--- config.mk ---
export PLATFORM = sky130hd
export DESIGN_NAME = apu_pulse_channel
export DESIGN_NICKNAME = d
export VERILOG_FILES = /design/src/rtl/apu_pkg.sv /design/src/rtl/apu_envelope.sv /design/src/rtl/apu_pulse_channel.sv
export SDC_FILE = /design/constraint.sdc
export NUM_CORES = 1
export LEC_CHECK = 0
export BUFFER_PORTS_ARGS = -buffer_cell sky130_fd_sc_hd__buf_2
export CELL_PAD_IN_SITES_DETAIL_PLACEMENT = 2
export CELL_PAD_IN_SITES_GLOBAL_PLACEMENT = 2
export CORE_MARGIN = 10
export CORE_UTILIZATION = 44
export CTS_BUF_LIST = sky130_fd_sc_hd__clkbuf_8
export CTS_CLUSTER_DIAMETER = 50
export DETAILED_ROUTE_END_ITERATION = 7
export GPL_TIMING_DRIVEN = 0
export PLACE_DENSITY_LB_ADDON = 0.1
export RECOVER_POWER = 50
export SLEW_MARGIN = 20
export SYNTH_ARGS = -nofsm -noshare
export SYNTH_HDL_FRONTEND = slang
export SYNTH_SLANG_ARGS = --single-unit
--- constraint.sdc ---
create_clock -name clk -period 5.44 [get_ports clk]
set_input_delay 0 -clock clk [delete_from_list [all_inputs] [get_ports clk]]
set_output_delay 0 -clock clk [all_outputs]
set_load 0.1 [all_outputs]
--- src/rtl/apu_pkg.sv ---
// Shared constants for the pulse channel: register offsets, duty patterns and length table.
package apu_pkg;

    localparam logic [1:0] REG_CTRL     = 2'd0;
    localparam logic [1:0] REG_TIMER_LO = 2'd1;
    localparam logic [1:0] REG_TIMER_HI = 2'd2;
    localparam logic [1:0] REG_ENABLE   = 2'd3;

    // Bit n of each pattern is the output level at sequencer step n.
    localparam logic [7:0] DUTY_0 = 8'b0000_0010;
    localparam logic [7:0] DUTY_1 = 8'b0000_0110;
    localparam logic [7:0] DUTY_2 = 8'b0001_1110;
    localparam logic [7:0] DUTY_3 = 8'b1111_1001;

    localparam logic [3:0][7:0] DUTY_TABLE = {DUTY_3, DUTY_2, DUTY_1, DUTY_0};

    localparam logic [7:0] LEN_TABLE [32] = '{
        8'd10,  8'd254, 8'd20,  8'd2,   8'd40,  8'd4,   8'd80,  8'd6,
        8'd160, 8'd8,   8'd60,  8'd10,  8'd14,  8'd12,  8'd26,  8'd14,
        8'd12,  8'd16,  8'd24,  8'd18,  8'd48,  8'd20,  8'd96,  8'd22,
        8'd192, 8'd24,  8'd72,  8'd26,  8'd16,  8'd28,  8'd32,  8'd30
    };

    function automatic logic duty_bit(input logic [1:0] duty, input logic [2:0] step);
        return DUTY_TABLE[duty][step];
    endfunction

endpackage

--- src/rtl/apu_envelope.sv ---
// Volume envelope: a decay level stepped by a divider on each quarter-frame tick,
// optionally looping back to 15. Only instantiated under APU_PULSE_ENVELOPE_EN.
module apu_envelope (
    input  logic       clk,
    input  logic       rst_n,
    input  logic       i_qtick,
    input  logic       i_start,
    input  logic       i_loop,
    input  logic [3:0] i_period,
    output logic [3:0] o_decay
);

    logic       r_start;
    logic [3:0] r_div;
    logic [3:0] r_decay;

    // NOTE: state uses non-blocking assignments so every register samples pre-edge values.
    always_ff @(posedge clk or negedge rst_n) begin
        if (!rst_n) begin
            r_start <= 1'b0;
            r_div   <= 4'd0;
            r_decay <= 4'd0;
        end else begin
            if (i_qtick) begin
                if (r_start) begin
                    r_start <= 1'b0;
                    r_decay <= 4'd15;
                    r_div   <= i_period;
                end else if (r_div == 4'd0) begin
                    r_div <= i_period;
                    if (r_decay != 4'd0)
                        r_decay <= r_decay - 4'd1;
                    else if (i_loop)
                        r_decay <= 4'd15;
                end else begin
                    r_div <= r_div - 4'd1;
                end
            end
            // A start request arriving with a qtick is kept for the following qtick.
            if (i_start)
                r_start <= 1'b1;
        end
    end

    assign o_decay = r_decay;

endmodule

--- src/rtl/apu_pulse_channel.sv ---
// NES-style pulse voice: bus-mapped registers, duty sequencer, period timer and length counter.
// Define APU_PULSE_ENVELOPE_EN to include the volume envelope; otherwise volume is R0[3:0].
module apu_pulse_channel
    import apu_pkg::*;
#(
    parameter logic [7:0] BASE_ADDR  = 8'hF0,
    parameter int         PRESCALE   = 2,
    parameter int         QFRAME_DIV = 7457
) (
    input  logic       clk,
    input  logic       rst_n,
    input  logic [7:0] bus_addr,
    input  logic [7:0] bus_data,
    input  logic       bus_we,
    output logic [3:0] sample,
    output logic       active
);

    localparam int PW = (PRESCALE > 1) ? $clog2(PRESCALE) : 1;
    localparam int QW = $clog2(QFRAME_DIV);

    logic [1:0]    r_duty;
    logic          r_halt;
    logic [3:0]    r_vol;
    logic [10:0]   r_period;
    logic          r_enable;
    logic [PW-1:0] r_presc;
    logic [10:0]   r_timer;
    logic [2:0]    r_step;
    logic [QW-1:0] r_qcnt;
    logic          r_half;
    logic [7:0]    r_length;
    logic [3:0]    r_sample;
    logic          r_active;

    logic [7:0] w_off;
    logic       w_sel;
    logic       w_wr_ctrl, w_wr_tlo, w_wr_thi, w_wr_en;
    logic       w_tick, w_qtick, w_htick;
    logic [3:0] w_vol;
    logic       w_mute;

    // Offset arithmetic keeps decoding correct for unaligned base addresses.
    assign w_off     = bus_addr - BASE_ADDR;
    assign w_sel     = bus_we && (w_off[7:2] == 6'd0);
    assign w_wr_ctrl = w_sel && (w_off[1:0] == REG_CTRL);
    assign w_wr_tlo  = w_sel && (w_off[1:0] == REG_TIMER_LO);
    assign w_wr_thi  = w_sel && (w_off[1:0] == REG_TIMER_HI);
    assign w_wr_en   = w_sel && (w_off[1:0] == REG_ENABLE);

    assign w_tick  = (r_presc == PW'(PRESCALE - 1));
    assign w_qtick = (r_qcnt == QW'(QFRAME_DIV - 1));
    assign w_htick = w_qtick && r_half;

`ifdef APU_PULSE_ENVELOPE_EN
    logic       r_const;
    logic [3:0] w_decay;

    apu_envelope u_envelope (
        .clk      (clk),
        .rst_n    (rst_n),
        .i_qtick  (w_qtick),
        .i_start  (w_wr_thi),
        .i_loop   (r_halt),
        .i_period (r_vol),
        .o_decay  (w_decay)
    );

    always_ff @(posedge clk or negedge rst_n) begin
        if (!rst_n)
            r_const <= 1'b0;
        else if (w_wr_ctrl)
            r_const <= bus_data[4];
    end

    assign w_vol = r_const ? r_vol : w_decay;
`else
    assign w_vol = r_vol;
`endif

    always_ff @(posedge clk or negedge rst_n) begin
        if (!rst_n) begin
            r_duty   <= 2'd0;
            r_halt   <= 1'b0;
            r_vol    <= 4'd0;
            r_period <= 11'd0;
            r_enable <= 1'b0;
        end else begin
            if (w_wr_ctrl) begin
                r_duty <= bus_data[7:6];
                r_halt <= bus_data[5];
                r_vol  <= bus_data[3:0];
            end
            if (w_wr_tlo)
                r_period[7:0] <= bus_data;
            if (w_wr_thi)
                r_period[10:8] <= bus_data[2:0];
            if (w_wr_en)
                r_enable <= bus_data[0];
        end
    end

    always_ff @(posedge clk or negedge rst_n) begin
        if (!rst_n) begin
            r_presc <= '0;
            r_qcnt  <= '0;
            r_half  <= 1'b0;
        end else begin
            r_presc <= w_tick ? '0 : r_presc + PW'(1);
            r_qcnt  <= w_qtick ? '0 : r_qcnt + QW'(1);
            if (w_qtick)
                r_half <= ~r_half;
        end
    end

    // Period writes never reload the timer; the new value is picked up at the next reload.
    always_ff @(posedge clk or negedge rst_n) begin
        if (!rst_n) begin
            r_timer <= 11'd0;
            r_step  <= 3'd0;
        end else begin
            if (w_tick) begin
                if (r_timer == 11'd0) begin
                    r_timer <= r_period;
                    r_step  <= r_step + 3'd1;
                end else begin
                    r_timer <= r_timer - 11'd1;
                end
            end
            if (w_wr_thi)
                r_step <= 3'd0;
        end
    end

    always_ff @(posedge clk or negedge rst_n) begin
        if (!rst_n)
            r_length <= 8'd0;
        else if (w_wr_en && !bus_data[0])
            r_length <= 8'd0;
        else if (w_wr_thi && r_enable)
            r_length <= LEN_TABLE[bus_data[7:3]];
        else if (w_htick && (r_length != 8'd0) && !r_halt)
            r_length <= r_length - 8'd1;
    end

    assign w_mute = (r_length == 8'd0) || (r_period < 11'd8) || !duty_bit(r_duty, r_step);

    always_ff @(posedge clk or negedge rst_n) begin
        if (!rst_n) begin
            r_sample <= 4'd0;
            r_active <= 1'b0;
        end else begin
            r_sample <= w_mute ? 4'd0 : w_vol;
            r_active <= (r_length != 8'd0);
        end
    end

    assign sample = r_sample;
    assign active = r_active;

endmodule
; ---- Word-level counts from Yosys, hierarchy flattened
; Memories as Yosys holds them, arrays and structs flattened.
; Index checks and enable logic that the tools add are counted.
[op_classes]
add_sub_neg = 6
n_lt_le_gt_ge = 4
n_eq_ne = 4
n_mux = 16
bitwise = 2
n_reduce_logical = 24
[ops]
columns = operator, count
row1 = 8-bit 2-to-1 mux, 6
row2 = 8-bit binary-select mux with 2-bit select, 1
row3 = 13-bit by 1-bit adder with 13-bit output (second input constant), 1
row4 = 13-bit equality test (second input constant), 1
row5 = 13-bit 2-to-1 mux, 1
row6 = 11-bit zero test, 1
row7 = 11-bit by 4-bit < comparator with 1-bit output (second input constant), 1
row8 = 11-bit 2-to-1 mux, 1
row9 = 11-bit by 1-bit subtractor with 11-bit output (second input constant), 1
row10 = 1-bit logical AND, 10
row11 = 3-bit 2-to-1 mux, 3
row12 = 8-bit zero test, 1
row13 = 8-bit nonzero test, 1
row14 = 8-bit by 1-bit subtractor with 8-bit output (second input constant), 1
row15 = 8-bit subtractor (second input constant), 1
row16 = 6-bit greater-or-equal comparator (second input constant), 1
row17 = 6-bit zero test, 1
row18 = 5-bit NOT with 6-bit output, 1
row19 = 2-bit equality test (second input constant), 2
row20 = 3-bit by 4-bit < comparator with 1-bit output (second input constant), 1
row21 = 4-bit 2-to-1 mux, 1
row22 = 2-bit nonzero test, 2
row23 = 3-bit by 1-bit adder with 3-bit output (second input constant), 1
row24 = 1-bit binary-select mux with 3-bit select, 1
row25 = other kinds (10), 14
[totals]
ff_bits = 61
romBits = 256
inputBits = 19
out_inout_bits = 5
word_cells = 71
memories = 1
[mem_list]
columns = memory, depth, width, read_ports, rd_clocked_by_memory_dff, write_ports, line
row1 = (no name shown), 32, 8, 1, 0, 0, apu_pulse_channel.sv:141  ; r_length <= LEN_TABLE[bus_data[7:3]];

; ---- Logic depth before layout (Yosys ltp)
[depth]
depth_word = 7
mapped_depth = 8

; ---- Worst setup path after synthesis
; OpenSTA, ideal clock, no wires.
[synth_path]
path_kind = reg2reg
startpoint = reg r_qcnt[6]
endpoint = reg r_length[3]
setup_time_ns = 0.122
arrival_ns = 1.919
path_slack_ns = 3.399
stages_incl_launch_ff = 6
n_path_buf = 0
cell_sequence = dfrtp_1 > or4b_4 > nor3_4 > nand2_2 > or4_1 > a32o_1
[synth_between]
elab_chain_len = 5
[synth_lines]
columns = element, line
row1 = from (decl), apu_pulse_channel.sv:30  ; logic [QW-1:0] r_qcnt;
row2 = from (signal assigned), apu_pulse_channel.sv:110  ; r_qcnt <= w_qtick ? '0 : r_qcnt + QW'(1);
row3 = 13-bit equality test, apu_pulse_channel.sv:52  ; assign w_qtick = (r_qcnt == QW'(QFRAME_DIV - 1));
row4 = 1-bit logical AND, apu_pulse_channel.sv:53  ; assign w_htick = w_qtick && r_half;
row5 = 1-bit logical AND (2 in series), apu_pulse_channel.sv:142  ; else if (w_htick && (r_length != 8'd0) && !r_halt)
row6 = 3-bit nonzero test (no line), n/a
row7 = to (signal assigned), apu_pulse_channel.sv:141
row8 = to (signal assigned), apu_pulse_channel.sv:143  ; r_length <= r_length - 8'd1;
row9 = to (decl), apu_pulse_channel.sv:32  ; logic [7:0] r_length;
; Every way passes these cells.
; A chain may end at the register's enable or synchronous reset.

==> impl_metrics.py <==
metrics = {
    "status": {
        "status": "finished, violations left",
        "failed_checks": "max-capacitance violations, max-slew violations",
    },
    "sta": {
        "hold_viol_final": 0,
        "drv_slew": 38,
        "rsz0062_at_grt": "false",
        "layout_min_cycle_time_ps": 3148,
        "report.final.setup_viol": 0,
        "fin_hold_ws_ps": 6.792,
        "worst_pin_slew_ps": 2153,
        "relSlewSlack": -0.4353,
        "skew_ps": 6.354,
        "fin_tns_setup_ps": 0,
        "fin_crit_sh": 0.5788,
        "fmax_mhz": 317.6,
    },
    "critical_path": {
        "max_stage_delay_ps": 1620,
        "critPathCaptureType": "asynchronous set/reset pin",
        "path_cells": "dlygate4sd3_1 > clkbuf_1 > clkbuf_1",
        "cpMaxStageDelayCell": "clkbuf_1",
        "required_ps": 5460,
        "cp_max_fo": 37,
        "cp-start-kind": "input port",
        "crit_arrival_ps": 3160,
        "critPathKind": "in -> async",
        "cp_top_family": "buffers and inverters",
        "crit_top_cell": "clkbuf_1",
        "worst-path-buf-inv": 3,
    },
    "power_and_ir_drop": {
        "power.total_mw": 1.417,
        "power.density_nw_per_um2": 377.1,
        "p_leak_nw": 1.722,
        "ir_drop_mv": 0.1383,
    },
    "flow_run": {
        "cap_violations": 1,
    },
    "synth": {
        "yosys.area.top_type_share": 0.4671,
        "synthArstFlopShare": 1.000,
        "netlist.top_cell.by_area": "dfrtp_1",
        "syn_inst": 326,
        "synth_area_um2": 3268,
        "synth_enable_flop_cells": 0,
        "yosysWarnings": 0,
        "synth_nets": 359,
        "yosys-top-cells-area": "dfrtp_1 (47%), mux2_2 (5.5%), ha_1 (5.4%)",
        "synth.yosys.seq_area_share": 0.4671,
        "yosys.cell_types.count": 50,
        "yosys_register_bits": 61,
        "synthFlopType": "dfrtp_1",
        "avgSynthCellArea_um2": 10.02,
    },
    "min_path": {
        "hp-class": "in -> reg",
    },
    "drt": {
        "drtIter0Drc": 112,
        "met2_length_um": 5657,
        "wl_met3_um": 262,
        "routedWlPerCell_um": 22.22,
        "detail-route-antenna-nets": 0,
        "route.detailed.drc": 0,
        "routed_via_density": 5.797,
        "wl_um": 10380,
        "drtPass1Iterations": 4,
        "drt-met1-wl_um": 4285,
        "highest_layer": "met4",
        "num_vias": 2707,
    },
    "floorplan": {
        "num_io_pins": 24,
        "std_cell_rows": 31,
        "fp.dieArea_um2": 11280,
        "start_util": 0.4506,
        "dieHeight_um": 106.2,
        "core_um2": 7253,
        "die_w_um": 106.2,
    },
    "clocking": {
        "cts_made_buffers": 9,
        "post_cts_buffers": 0,
        "insertion_delay_ps": 340,
        "clockBufferDepth": 2,
        "clk_pin_slew_ps": 80,
        "cts_root_buffer": "clkbuf_8",
        "cts_tree": "built",
        "cts.sinks": 61,
        "cts_max_level": 3,
        "cts_resized": 0,
    },
    "cells_and_area": {
        "finalNetCount": 396,
        "multiInputGateArea_um2": 1628,
        "seq_area_um2": 1526,
        "syn2layout_area_growth_pct": 14.97,
        "num-fill-cells": 774,
        "layout_commonest_cell": "dfrtp_1",
        "diodes": 0,
        "drive_gt1_frac": 0.1658,
        "layout_common_cells": "dfrtp_1 (61), nand2_1 (29), nor2_1 (26), buf_2 (22), inv_1 (20)",
    },
    "global_routing": {
        "grt_pass1_vias": 3270,
        "grt_max_degree": 38,
        "grt_pass1_wl_um": 17880,
        "antenna_found_initial": 0,
        "grt.overflow.total": 0,
        "grt_usage": 0.1964,
    },
    "placed_design": {
        "portBuffers": 22,
        "gp_congestion": 0.7916,
        "place_hpwl_um": 7078,
    },
}
-- registers in the layout (all words and copies together), names as in the netlist --
signal / cells
r_halt: 1
active: 1
r_length: 8
sample: 4
r_presc: 1
r_timer: 11
r_duty: 2
r_period: 11
r_vol: 4
r_step: 3
r_enable: 1
r_qcnt: 13
r_half: 1
-- tightest hold or removal path: cells and delay by family --
| family | cells | cell delay (ps) |
|---|---|---|
| buffers and inverters | 1 | 160 |
| AND/OR/NAND/NOR | 1 | 70 |
| AO/OA/AOI/OAI | 1 | 70 |
-- metal layers --
layer  vias to the layer above  global-route usage
met5                         -                   0
met2                        37              0.3613
met3                        15             0.03200
met4                         0             0.06576
met1                      1411              0.2250
li1                       1244                   -
-- final cells by class --
| type | instances | area share |
|---|---|---|
| Buffer | 10 | 0.01032 |
| Clock inverter | 7 | 0.02631 |
| Sequential cell | 61 | 0.4063 |
| Tap cell | 99 | 0.03297 |
| Timing Repair Buffer | 26 | 0.03796 |
| Inverter | 20 | 0.01998 |
| Clock buffer | 9 | 0.03297 |
| Multi-Input combinational cell | 235 | 0.4332 |
-- timing repair --
item | in CTS | in global routing
hold endpoints to repair | 66 | 0
hold buffers | 3 | 0
endpoints found under the setup margin | 0 | 0
-- report_power, final --
group / leakage [nW] / internal (mW) / total, mW / switching (mW)
Sequential: 0.763 / 0.522 / 0.599 / 0.0771
Combinational: 0.860 / 0.106 / 0.355 / 0.250
Clock: 0.0981 / 0.259 / 0.462 / 0.203
Total: 1.72 / 0.887 / 1.42 / 0.530
-- stage by stage --
| step | std cells | worst slack, ps | instance area [um^2] | utilization |
|---|---|---|---|---|
| floorplan | 326 | 3399 | 3268 | - |
| global placement | 447 | 3188 | 3502 | 0.4828 |
| detailed placement | 448 | 3124 | 3525 | 0.4859 |
| CTS | 467 | 3020 | 3777 | 0.5208 |
| global route | 467 | 1776 | 3757 | 0.5180 |
| finish | 467 | 2292 | 3757 | 0.5180 |
-- cells in the mapped netlist, drive strengths merged (3+ instances only) --
master,instances
ha,14
clkbuf,8
xor2,9
or4b,3
nand3b,3
nand2b,4
nor3,10
mux2i,6
dfrtp,61
o311ai,4
a32o,4
a21o,3
nand4,7
a21oi,8
or3,4
nor2b,4
mux2,16
xnor2,8
o211ai,4
o21ai,18
inv,20
nor2,26
and3,4
nand3,10
nand2,30
nor4,7
a31oi,4
-- worst paths after layout --
check / slack (ps) / end / depth (start not counted) / startpoint
min in group asynchronous: 500 / r_timer[1] / 2 / rst_n
worst max-delay path: 2290 / r_length[6] / 3 / rst_n
worst min register to register: 500 / sample[0] / 2 / r_vol[0]
worst max register to register: 3030 / r_timer[10] / 7 / r_timer[0]
worst min-delay path: 7 / r_vol[0] / 3 / bus_data[0]
max in group clk: 3030 / r_timer[10] / 7 / r_timer[0]
-- kinds of logic after synthesis --
family                   after synthesis  share of synthesized area
buffers and inverters                 30                    0.03484
adder cells (fa/ha/maj)               14                    0.05360
multiplexers                          23                    0.08040
flip-flops                            61                     0.4671
AND/OR/NAND/NOR                      122                     0.1960
XOR/XNOR                              17                    0.04556
AO/OA/AOI/OAI                         59                     0.1225
No activity file was read; power rests on OpenSTA's default activity.
